`src/rtl/flush_control_n_t.sv`:
```
// Pipeline flush/clear control: per-lane age-aware stage clears, an IF shadow
// stall after any redirect, and a saturating count of redirect cycles.
module flush_control_n_t #(
  parameter int LANES  = 2,
  parameter int AW     = 2,
  parameter int SHADOW = 1,
  parameter int CW     = 16
) (
  input  logic                  CLK,
  input  logic                  RST,
  input  logic                  ACT,
  input  logic                  s_if_jump_Q,
  input  logic                  s_ex_pcsrc_Q,
  input  logic                  s_me_pcsrc_Q,
  input  logic [LANES-1:0]      s_id_pcsrc_Q,
  input  logic [LANES-1:0]      s_ex_pcsrc_v_Q,
  input  logic [LANES-1:0]      s_me_pcsrc_v_Q,
  input  logic [LANES-1:0]      s_id_stall_Q,
  input  logic [LANES-1:0]      s_ex_stall_Q,
  input  logic [LANES-1:0]      s_me_stall_Q,
  input  logic [LANES*AW-1:0]   s_id_age_Q,
  input  logic [LANES*AW-1:0]   s_ex_age_Q,
  input  logic [LANES*AW-1:0]   s_me_age_Q,
  input  logic                  perf_clr,
  output logic                  s_id_clear_D,
  output logic                  s_if_stall_D,
  output logic [LANES-1:0]      s_ex_clear_D,
  output logic [LANES-1:0]      s_me_clear_D,
  output logic [LANES-1:0]      s_wb_clear_D,
  output logic [LANES-1:0]      r_id_stall_Q,
  output logic                  r_id_clear_Q,
  output logic [CW-1:0]         flush_cnt,
  output logic                  dbg_state_o,
  output logic [3:0]            dbg_sh_cnt_o
);

  typedef enum logic {ST_IDLE = 1'b0, ST_SHADOW = 1'b1} state_e;

  localparam logic [3:0] SH_LOAD = 4'(SHADOW);

  state_e          state_q, state_d;
  logic [3:0]      sh_cnt_q, sh_cnt_d;
  logic [CW-1:0]   flush_cnt_q, flush_cnt_d;
  logic [LANES-1:0] r_id_stall_q;
  logic            r_id_clear_q;
  logic            redir;

  // Lane i is cleared when some other lane j with a strictly older tag redirects.
  function automatic logic [LANES-1:0] older_clr(input logic [LANES-1:0]    pc,
                                                 input logic [LANES*AW-1:0] age);
    logic [LANES-1:0] res;
    res = '0;
    for (int i = 0; i < LANES; i++) begin
      for (int j = 0; j < LANES; j++) begin
        if (j != i && pc[j] && (age[j*AW +: AW] < age[i*AW +: AW])) res[i] = 1'b1;
      end
    end
    return res;
  endfunction

  always_comb begin
    s_id_clear_D = ACT & s_if_jump_Q;
    s_ex_clear_D = {LANES{ACT}} & ({LANES{s_me_pcsrc_Q | s_ex_pcsrc_Q}} | s_id_stall_Q |
                                   older_clr(s_id_pcsrc_Q, s_id_age_Q));
    s_me_clear_D = {LANES{ACT}} & ({LANES{s_me_pcsrc_Q}} | s_ex_stall_Q |
                                   older_clr(s_ex_pcsrc_v_Q, s_ex_age_Q));
    s_wb_clear_D = {LANES{ACT}} & (s_me_stall_Q | older_clr(s_me_pcsrc_v_Q, s_me_age_Q));
    redir = ACT & (s_me_pcsrc_Q | s_ex_pcsrc_Q | (|s_id_pcsrc_Q) |
                   (|s_ex_pcsrc_v_Q) | (|s_me_pcsrc_v_Q));
  end

  always_comb begin
    state_d  = state_q;
    sh_cnt_d = sh_cnt_q;
    case (state_q)
      ST_IDLE: begin
        if (redir && (SHADOW > 0)) begin
          state_d  = ST_SHADOW;
          sh_cnt_d = SH_LOAD;
        end
      end
      ST_SHADOW: begin
        if (redir) begin
          sh_cnt_d = SH_LOAD;
        end else if (ACT) begin
          if (sh_cnt_q <= 4'd1) begin
            sh_cnt_d = 4'd0;
            state_d  = ST_IDLE;
          end else begin
            sh_cnt_d = sh_cnt_q - 4'd1;
          end
        end
      end
      default: begin
        state_d  = ST_IDLE;
        sh_cnt_d = 4'd0;
      end
    endcase
  end

  // Clear wins over a simultaneous redirect; the counter sticks at all-ones.
  always_comb begin
    flush_cnt_d = flush_cnt_q;
    if (perf_clr) flush_cnt_d = '0;
    else if (redir && (flush_cnt_q != {CW{1'b1}})) flush_cnt_d = flush_cnt_q + 1'b1;
  end

  always_ff @(posedge CLK or negedge RST) begin
    if (!RST) begin
      state_q      <= ST_IDLE;
      sh_cnt_q     <= 4'd0;
      flush_cnt_q  <= '0;
      r_id_stall_q <= '0;
      r_id_clear_q <= 1'b0;
    end else begin
      state_q     <= state_d;
      sh_cnt_q    <= sh_cnt_d;
      flush_cnt_q <= flush_cnt_d;
      if (ACT) begin
        r_id_stall_q <= s_id_stall_Q;
        r_id_clear_q <= s_id_clear_D;
      end
    end
  end

  assign s_if_stall_D = (state_q == ST_SHADOW);
  assign r_id_stall_Q = r_id_stall_q;
  assign r_id_clear_Q = r_id_clear_q;
  assign flush_cnt    = flush_cnt_q;
  assign dbg_state_o  = state_q;
  assign dbg_sh_cnt_o = sh_cnt_q;

endmodule

```
`config.mk`:
```
export PLATFORM = sky130hd
export DESIGN_NAME = flush_control_n_t
export DESIGN_NICKNAME = d
export VERILOG_FILES = /design/src/rtl/flush_control_n_t.sv
export SDC_FILE = /design/constraint.sdc
export NUM_CORES = 1
export LEC_CHECK = 0
export BUFFER_PORTS_ARGS = -buffer_cell sky130_fd_sc_hd__buf_2
export CELL_PAD_IN_SITES_DETAIL_PLACEMENT = 0
export CELL_PAD_IN_SITES_GLOBAL_PLACEMENT = 1
export CORE_MARGIN = 2
export CORE_UTILIZATION = 31
export DETAILED_ROUTE_END_ITERATION = 6
export PLACE_DENSITY_LB_ADDON = 0.1
export SLEW_MARGIN = 10
export SYNTH_ARGS = -nofsm -noshare
export SYNTH_HDL_FRONTEND = slang
export SYNTH_SLANG_ARGS = --single-unit
```
`constraint.sdc`:
```
create_clock -name CLK -period 1.7 [get_ports CLK]
set_input_delay 0.255 -clock CLK [delete_from_list [all_inputs] [get_ports CLK]]
set_output_delay 0.255 -clock CLK [all_outputs]
set_load 0.005 [all_outputs]
```
==> results of run 1 <==
-- routing by layer --
layer | wire length (um) | vias up | global-route usage [%] | part of all wire (%)
met1 | 1680 | 709 | 18.7 | 44
met4 | 53 | 0 | 4.04 | 1.4
met5 | 0 | - | 0 | 0
li1 | - | 749 | - | -
met2 | 1960 | 31 | 25.4 | 51
met3 | 157 | 8 | 2.61 | 4.1
-- worst max-delay path by stage --
stage | from | end | slack, ns | depth (start not counted)
floorplan | flush_cnt[0] | flush_cnt[9] | -0.02 | 6
global placement | s_id_pcsrc_Q[0] | flush_cnt[9] | -0.06 | 6
detailed placement | s_id_pcsrc_Q[0] | flush_cnt[3] | -0.13 | 7
CTS | flush_cnt[0] | flush_cnt[9] | 0.007 | 6
global route | flush_cnt[0] | flush_cnt[8] | -0.12 | 6
finish | flush_cnt[1] | flush_cnt[12] | -0.03 | 7
-- flip-flops by register name, indices dropped and copies added, names as in the netlist --
signal        cells
r_id_clear_Q      1
dbg_state_o       1
dbg_sh_cnt_o      4
flush_cnt        16
r_id_stall_Q      2
-- repair_timing --
item / in CTS / in global routing
setup buffers: 2 / 1
hold buffers: 1 / 0
endpoints found under the hold margin: 24 / 0
pin swaps: 2 / 3
gates resized for setup: 2 / 8
endpoints found under the setup margin: 3 / 13
-- cell families after synthesis --
family | after synthesis | share of synthesized area (%)
buffers and inverters | 21 | 6.31
DFF | 24 | 39.8
muxes | 4 | 2.99
AOI/OAI and AO/OA | 20 | 8.55
and+or+nand+nor | 80 | 27.9
adders and majority gates | 9 | 7.47
xor gates and xnor gates | 12 | 6.97
-- final cells by class --
type                       count  area [um^2]
fill                         481         2540
multi-input combinational    125          863
sequential                    24          601
timing repair buffer          87          513
tap                           54         67.6
clock buffer                   4         55.1
inverter                      14         52.6
-- power by group through the flow --
stage / logic, uW / registers (uW) / clock network, uW
2_1_floorplan: 102 / 616 / 0
3_3_place_gp: 216 / 613 / 0
3_5_place_dp: 221 / 614 / 0
4_1_cts: 228 / 603 / 406
5_1_grt: 257 / 606 / 430
6_report: 225 / 602 / 390
-- cells in the mapped netlist (2+ instances only) --
library cell	count	area share, %
buf_4	2	1.0
nand2_1	16	4.0
mux2_2	3	2.2
nand3_1	8	2.7
inv_1	14	3.5
a21oi_1	11	3.7
nor2b_1	4	1.7
xnor2_1	12	7.0
nor4_1	3	1.2
dfrtp_1	24	40
or4_1	3	1.5
nor2_1	23	5.7
ha_1	9	7.5
clkbuf_1	2	0.50
nor3_1	9	3.0
nor4b_1	2	1.2
and4_1	3	1.7
nor3b_1	2	1.0
-- critical path, delay by kind of cell (launching register included) --
kind / cells / cell delay (ns)
fa+ha+maj: 1 / 0.20
flops: 1 / 0.41
buf+inv: 1 / 0.15
simple gates: 4 / 0.70
xor+xnor: 1 / 0.16
-- through the flow --
step                      cells  util, %  setup WS, ns  power (uW)
after detailed placement    300     43.0        -0.134         835
after global placement      300     43.0       -0.0625         829
after CTS                   307     44.9       0.00717        1240
after global routing        308     45.9        -0.116        1290
final                       308     45.9       -0.0306        1220
after floorplan             170        -       -0.0180         718
==> results.py, run 1 <==
metrics = {
    "routing": {
        "drt_iter0_drc": 46,
        "antenna_left": 0,
        "vias": 1497,
        "finalWirelength_um": 3850,
        "wl_per_cell_um": 12.5,
        "dr.pass1.iters": 4,
        "drc": 0,
        "avgViaCountPerCell": 4.86,
    },
    "run": {
        "maxCapViolCount": 0,
    },
    "hold_path": {
        "hold_class": "in2reg",
        "min_to": "r_id_clear_Q",
        "whs_path_depth": 2,
        "min_from": "s_if_jump_Q",
    },
    "worst_setup_path": {
        "crit_type": "reg2reg",
        "cpMostUsedCell": "and4_4",
        "reg2reg_depth": 7,
        "timing.rr.end": "flush_cnt[12]",
        "arrival_ns": 1.88,
        "reg2reg_slack_ns": -0.03,
        "cp_max_fo": 6,
        "crit_chain": "ha_2 > and4_4 > and4_4 > buf_4 > nor4_2 > xnor2_1 > nor2_1",
        "slowest_delay_ns": 0.41,
        "cp.required_ns": 1.85,
        "slowest_stage": "dfrtp_1",
        "r2r_start": "flush_cnt[1]",
        "cp-end-kind": "flip-flop",
        "setup.worst_path.start_class": "flip-flop",
    },
    "sta": {
        "hold-worst-slack_ns": 0.235,
        "report.final.slew_viol_count": 0,
        "fin_skew_ns": 0.00406,
        "setup_violations": 4,
        "period_needed_ns": 1.73,
        "fmax_mhz": 578,
        "worst_pin_slew_ns": 0.548,
        "max_slew_margin_pct": 63.5,
        "tns_ns": -0.0778,
        "finalWorstSetupSlack_ns": -0.0306,
        "finalCritPeriodShare_pct": 102,
        "hold_viol_final": 0,
        "grt_setup_unrepaired": "yes",
    },
    "yosys": {
        "synthArstFlopShare_pct": 100,
        "ys_seq_area_share_pct": 39.8,
        "syn_area_um2": 1510,
        "synth-edff-count": 0,
        "ys_seq_elements": 24,
        "synth_cell_types": 38,
        "avgSynthCellArea_um2": 8.87,
        "synth_nets": 210,
        "synth_cells": 170,
        "ys.flop_type": "dfrtp_1",
        "ys_warn_count": 0,
    },
    "clock_network": {
        "clk_latency_ns": 0.26,
        "cts_buffer_depth": 2,
        "cts_tree": "built",
        "numCtsBuffers": 3,
        "clkSlewWorstSetupHoldPaths_ns": 0.09,
        "root_buffer": "clkbuf_8",
        "cts_sinks": 24,
        "h-tree-depth": 1,
    },
    "power": {
        "leakagePower_uw": 0.00108,
        "p_sw_uw": 310,
        "power_frac_comb_pct": 18.5,
        "p_int_uw": 907,
        "peakVddDrop_mv": 0.302,
        "p_clk_share_pct": 32.0,
        "power_density_nw_per_um2": 566,
        "pwr-share-seq_pct": 49.5,
        "switching_share_pct": 25.5,
    },
    "floorplanning": {
        "die_area_um2": 5440,
        "io_pins": 63,
        "die_y_um": 73.7,
        "die_x_um": 73.7,
        "core-area_um2": 4690,
        "start_util_pct": 32.1,
        "rows": 25,
    },
    "finish": {
        "nets": 295,
        "final_cell_mix": "buf_2, dfrtp_1, nor2_1, buf_4, nand2_1",
        "mostFrequentLayoutCell": "buf_2",
        "antenna_cells": 0,
        "area_growth_pct": 42.7,
        "stdcell_area_um2": 2150,
        "layout-drive-gt1-share_pct": 42.9,
    },
    "outcome": {
        "status": "finished, violations left",
        "violations": "setup timing",
    },
    "place": {
        "port_buffers": 62,
        "dpl-instance-area_um2": 2020,
        "gp_congestion": 0.883,
        "place_hpwl_um": 3030,
    },
    "global_routing": {
        "grt_max_degree": 25,
        "grt_overflow": 0,
        "grt_pass1_wl_um": 6370,
        "grt_usage_pct": 14.7,
        "grt_pass1_vias": 1467,
        "antenna_found_initial": 0,
    },
}
Power figures use the tool's default switching activity.
==> run 2: changes to the inputs <==
BUFFER_PORTS_ARGS = -buffer_cell sky130_fd_sc_hd__buf_4   (was -buffer_cell sky130_fd_sc_hd__buf_2)
==> results.py, run 2 (same netlist as run 1, synthesis figures left out) <==
metrics = {
    "outcome": {
        "status": "finished, final reports clean",
    },
    "global_routing": {
        "grt_pass1_wl_um": 6690,
        "grt_pass1_vias": 1430,
        "grt_max_degree": 25,
        "grt_usage_pct": 15.4,
        "antenna_found_initial": 0,
        "grt_overflow": 0,
    },
    "finish": {
        "mostFrequentLayoutCell": "buf_4",
        "largest_reg_flops": 16,
        "layout-drive-gt1-share_pct": 43.0,
        "fin_util_pct": 48.8,
        "area_growth_pct": 52.0,
        "final_cell_mix": "buf_4, dfrtp_1, nor2_1, nand2_1, inv_1",
        "nets": 292,
        "antenna_cells": 0,
    },
    "routing": {
        "wl_per_cell_um": 13.3,
        "drt_iter0_drc": 56,
        "drc": 0,
        "antenna_left": 0,
        "dr.pass1.iters": 4,
        "avgViaCountPerCell": 4.86,
        "vias": 1482,
        "finalWirelength_um": 4070,
    },
    "worst_setup_path": {
        "cpMostUsedCell": "and4_4",
        "cp_max_fo": 7,
        "slowest_delay_ns": 0.41,
        "r2r_start": "flush_cnt[0]",
        "crit_buf_inv": 0,
        "cp.required_ns": 1.86,
        "cp-end-kind": "flip-flop",
        "path_depth": 6,
        "slowest_stage": "dfrtp_1",
        "crit_chain": "ha_2 > and4_4 > and4_4 > nor4b_1 > xnor2_1 > nor2_1",
        "setup.worst_path.start_class": "flip-flop",
        "reg2reg_depth": 6,
        "critPathTopFamily": "simple AND/OR/NAND/NOR gates",
        "arrival_ns": 1.85,
        "startpoint": "flush_cnt[0]",
        "crit_type": "reg2reg",
    },
    "floorplanning": {
        "io_pins": 63,
        "core-area_um2": 4690,
        "die_x_um": 73.7,
        "die_y_um": 73.7,
        "rows": 25,
        "die_area_um2": 5440,
        "start_util_pct": 32.1,
    },
    "place": {
        "gp_congestion": 0.849,
        "place_hpwl_um": 3170,
        "place_ws_ns": -0.128,
        "port_buffers": 62,
    },
    "clock_network": {
        "cts_tree": "built",
        "clk_latency_ns": 0.26,
        "numCtsBuffers": 3,
        "cts_buffer_depth": 2,
        "h-tree-depth": 1,
        "cts_sinks": 24,
        "clkSlewWorstSetupHoldPaths_ns": 0.09,
        "root_buffer": "clkbuf_8",
    },
    "power": {
        "total_power_uw": 1250,
        "leakagePower_uw": 0.00110,
        "power_density_nw_per_um2": 547,
        "peakVddDrop_mv": 0.225,
    },
    "run": {
        "maxCapViolCount": 0,
    },
    "sta": {
        "hold_viol_final": 0,
        "tns_ns": 0,
        "finalCritPeriodShare_pct": 99.8,
        "setup_violations": 0,
        "fin_skew_ns": 0.00890,
        "worst_pin_slew_ns": 0.415,
        "finalWorstSetupSlack_ns": 0.00396,
        "hold-worst-slack_ns": 0.235,
        "max_slew_margin_pct": 72.1,
        "fmax_mhz": 590,
        "period_needed_ns": 1.70,
        "grt_setup_unrepaired": "yes",
        "report.final.slew_viol_count": 0,
    },
    "hold_path": {
        "hold_class": "in2reg",
        "whs_path_depth": 2,
        "min_from": "s_id_stall_Q[0]",
    },
}
==> run 2: worst reg2reg max path: cells and delay by family (launching register included) <==
family / cells / cell delay [ns]
fa+ha+maj: 1 / 0.20
flops: 1 / 0.41
simple gates: 4 / 0.82
xor+xnor: 1 / 0.17
==> run 2: stage by stage <==
| stage | area, um^2 | instances |
|---|---|---|
| final | 2290 | 305 |
| after global routing | 2290 | 305 |
| after CTS | 2230 | 303 |
| after detailed placement | 2150 | 297 |
| after global placement | 2150 | 297 |
| after floorplan | 1510 | 170 |
==> run 2: layout make-up <==
| class | count | area [um^2] |
|---|---|---|
| repair buffers | 84 | 646 |
| flip-flops and latches | 24 | 601 |
| clock buffers | 4 | 55.1 |
| well taps | 54 | 67.6 |
| fillers | 477 | 2400 |
| multi-input cells | 125 | 870 |
| inverters | 14 | 52.6 |
==> run 2: what timing repair did <==
action / in CTS / in global routing
endpoints found under the setup margin: 8 / 11
hold endpoints to repair: 24 / 0
pin swaps: 1 / 2
buffers inserted: 1 / 2
gates resized for setup: 2 / 11
hold buffers: 1 / 0
==> run 2: path summary, 6_finish.rpt <==
path	slack, ns	end
setup / recovery	0.004	flush_cnt[8]
hold / removal	0.24	r_id_stall_Q[0]
setup reg to reg	0.004	flush_cnt[8]
hold reg to reg	0.51	r_id_stall_Q[1]
max in group asynchronous	1.04	r_id_stall_Q[0]
min in group asynchronous	0.41	flush_cnt[14]
==> run 2: metal layers <==
layer | track usage (%) | share of wire, %
met5 | 0 | 0
met2 | 25.7 | 50
met3 | 2.33 | 2.9
met1 | 20.8 | 46
met4 | 3.84 | 0.98
==> run 2: power by group <==
part / internal, uW / switching [uW]
combinational: 145 / 116
clock: 207 / 182
sequential: 588 / 15.2
total: 940 / 314
==> run 3: changes to the inputs <==
CELL_PAD_IN_SITES_DETAIL_PLACEMENT = unset   (was 0)
CELL_PAD_IN_SITES_GLOBAL_PLACEMENT = unset   (was 1)
CORE_UTILIZATION = 43   (was 31)
GPL_TIMING_DRIVEN = 0   (was unset)
PLACE_DENSITY = 0.76   (was unset)
PLACE_DENSITY_LB_ADDON = unset   (was 0.1)
==> results.py, run 3 (same netlist as run 1, synthesis figures left out) <==
metrics = {
    "global_routing": {
        "grt_pass1_vias": 1399,
        "grt_use_met2_pct": 33.1,
        "grt_use_met3_pct": 3.21,
        "grt_pass1_wl_um": 6120,
        "grt_use_met1_pct": 24.0,
        "grt.busiest_layer": "met2",
        "grt_max_degree": 25,
        "grt_overflow": 0,
        "grt_usage_pct": 18.6,
        "antenna_found_initial": 0,
    },
    "worst_setup_path": {
        "crit_chain": "buf_4 > nand3_4 > or2_4 > nor4_4 > nand3_1 > mux2_4",
        "cp_max_fo": 3,
        "crit_type": "reg2reg",
        "slowest_stage": "dfrtp_1",
        "setup.worst_path.start_class": "flip-flop",
        "r2r_start": "flush_cnt[0]",
        "cp.required_ns": 1.92,
        "arrival_ns": 1.98,
        "startpoint": "flush_cnt[0]",
        "slowest_delay_ns": 0.39,
        "cp-end-kind": "flip-flop",
    },
    "finish": {
        "mostFrequentLayoutCell": "buf_4",
        "area_growth_pct": 52.0,
        "antenna_cells": 0,
        "fin_cells": 293,
        "final_cell_mix": "buf_4, dfrtp_1, nor2_1, nand2_1, inv_1",
        "largest_reg_flops": 16,
        "fin_util_pct": 68.1,
        "layout-drive-gt1-share_pct": 42.9,
        "stdcell_area_um2": 2290,
        "nets": 288,
    },
    "sta": {
        "max_slew_margin_pct": 69.0,
        "fin_skew_ns": 0.00150,
        "fmax_mhz": 568,
        "period_needed_ns": 1.76,
        "finalCritPeriodShare_pct": 104,
        "worst_pin_slew_ns": 0.465,
        "report.final.slew_viol_count": 0,
        "hold_viol_final": 0,
        "grt_setup_unrepaired": "yes",
        "finalWorstSetupSlack_ns": -0.0596,
        "setup_violations": 2,
    },
    "clock_network": {
        "clk_latency_ns": 0.31,
        "clkSlewWorstSetupHoldPaths_ns": 0.13,
        "cts_sinks": 24,
        "root_buffer": "clkbuf_4",
        "numCtsBuffers": 3,
        "h-tree-depth": 1,
        "cts_tree": "built",
        "cts_buffer_depth": 2,
    },
    "floorplanning": {
        "die_y_um": 63.2,
        "die_area_um2": 4000,
        "start_util_pct": 44.8,
        "io_pins": 63,
        "core-area_um2": 3360,
        "die_x_um": 63.2,
        "rows": 21,
    },
    "power": {
        "leakagePower_uw": 0.00106,
        "peakVddDrop_mv": 0.691,
        "power_density_nw_per_um2": 560,
    },
    "routing": {
        "drc": 0,
        "dr.pass1.iters": 4,
        "finalWirelength_um": 3820,
        "antenna_left": 0,
        "vias": 1487,
        "avgViaCountPerCell": 5.08,
        "wl_per_cell_um": 13.0,
        "drt_iter0_drc": 61,
    },
    "outcome": {
        "violations": "setup timing",
        "status": "finished, violations left",
    },
    "place": {
        "dpl-instance-area_um2": 2030,
        "place_hpwl_um": 2570,
        "port_buffers": 61,
        "place_inst": 277,
        "gp_congestion": 0.782,
    },
    "hold_path": {
        "min_from": "s_id_stall_Q[0]",
        "hold_class": "in2reg",
    },
    "run": {
        "maxCapViolCount": 0,
    },
}
## run 3: report_power, final
group / internal, uW / switching (uW)
clock network: 238 / 172
registers: 588 / 15.7
logic: 147 / 121
total: 973 / 309
## run 3: worst max-delay path, delay by kind of cell (launching register included)
family                 cells  cell delay [ns]
flip-flops                 1             0.39
AND/OR/NAND/NOR            4             0.80
buffers and inverters      1             0.15
multiplexers               1             0.32
## run 3: layer usage
| metal | wire, um | vias to the layer above |
|---|---|---|
| li1 | - | 739 |
| met1 | 1670 | 698 |
| met2 | 1940 | 44 |
| met3 | 174 | 6 |
| met4 | 44 | 0 |
| met5 | 0 | - |
## run 3: final timing paths
check	slack [ns]	to	cells past startpoint
setup / recovery	-0.06	flush_cnt[9]	6
min in group asynchronous	0.35	flush_cnt[9]	2
hold / removal	0.17	r_id_stall_Q[0]	2
hold reg to reg	0.53	r_id_stall_Q[0]	1
max in group asynchronous	1.10	flush_cnt[2]	2
setup reg to reg	-0.06	flush_cnt[9]	6
## run 3: metrics by stage
stage               worst slack [ns]  power (uW)  hold WS [ns]  TNS (ns)
detailed placement            -0.288         857         0.167     -2.97
floorplan                    -0.0180         718       -0.0406   -0.0180
global route                  -0.113        1360         0.159    -0.346
CTS                          -0.0505        1270         0.175   -0.0697
global placement              -0.284         852         0.168     -2.95
finish                       -0.0596        1280         0.174   -0.0906
## run 3: layout make-up
cell class / count / area [um^2]
fillers: 309 / 1070
multi-input cells: 125 / 920
flip-flops and latches: 24 / 602
repair buffers: 74 / 562
well taps: 46 / 57.6
inverters: 14 / 52.6
plain buffers: 6 / 45.0
clock inverters: 1 / 30.0
clock buffers: 3 / 22.5
## run 3: repair_timing
action,CTS,global route
resized for setup,5,23
setup buffers,9,3
hold buffers,1,0
hold endpoints to repair,24,0
endpoints found under the setup margin,13,19
pin swaps,4,5
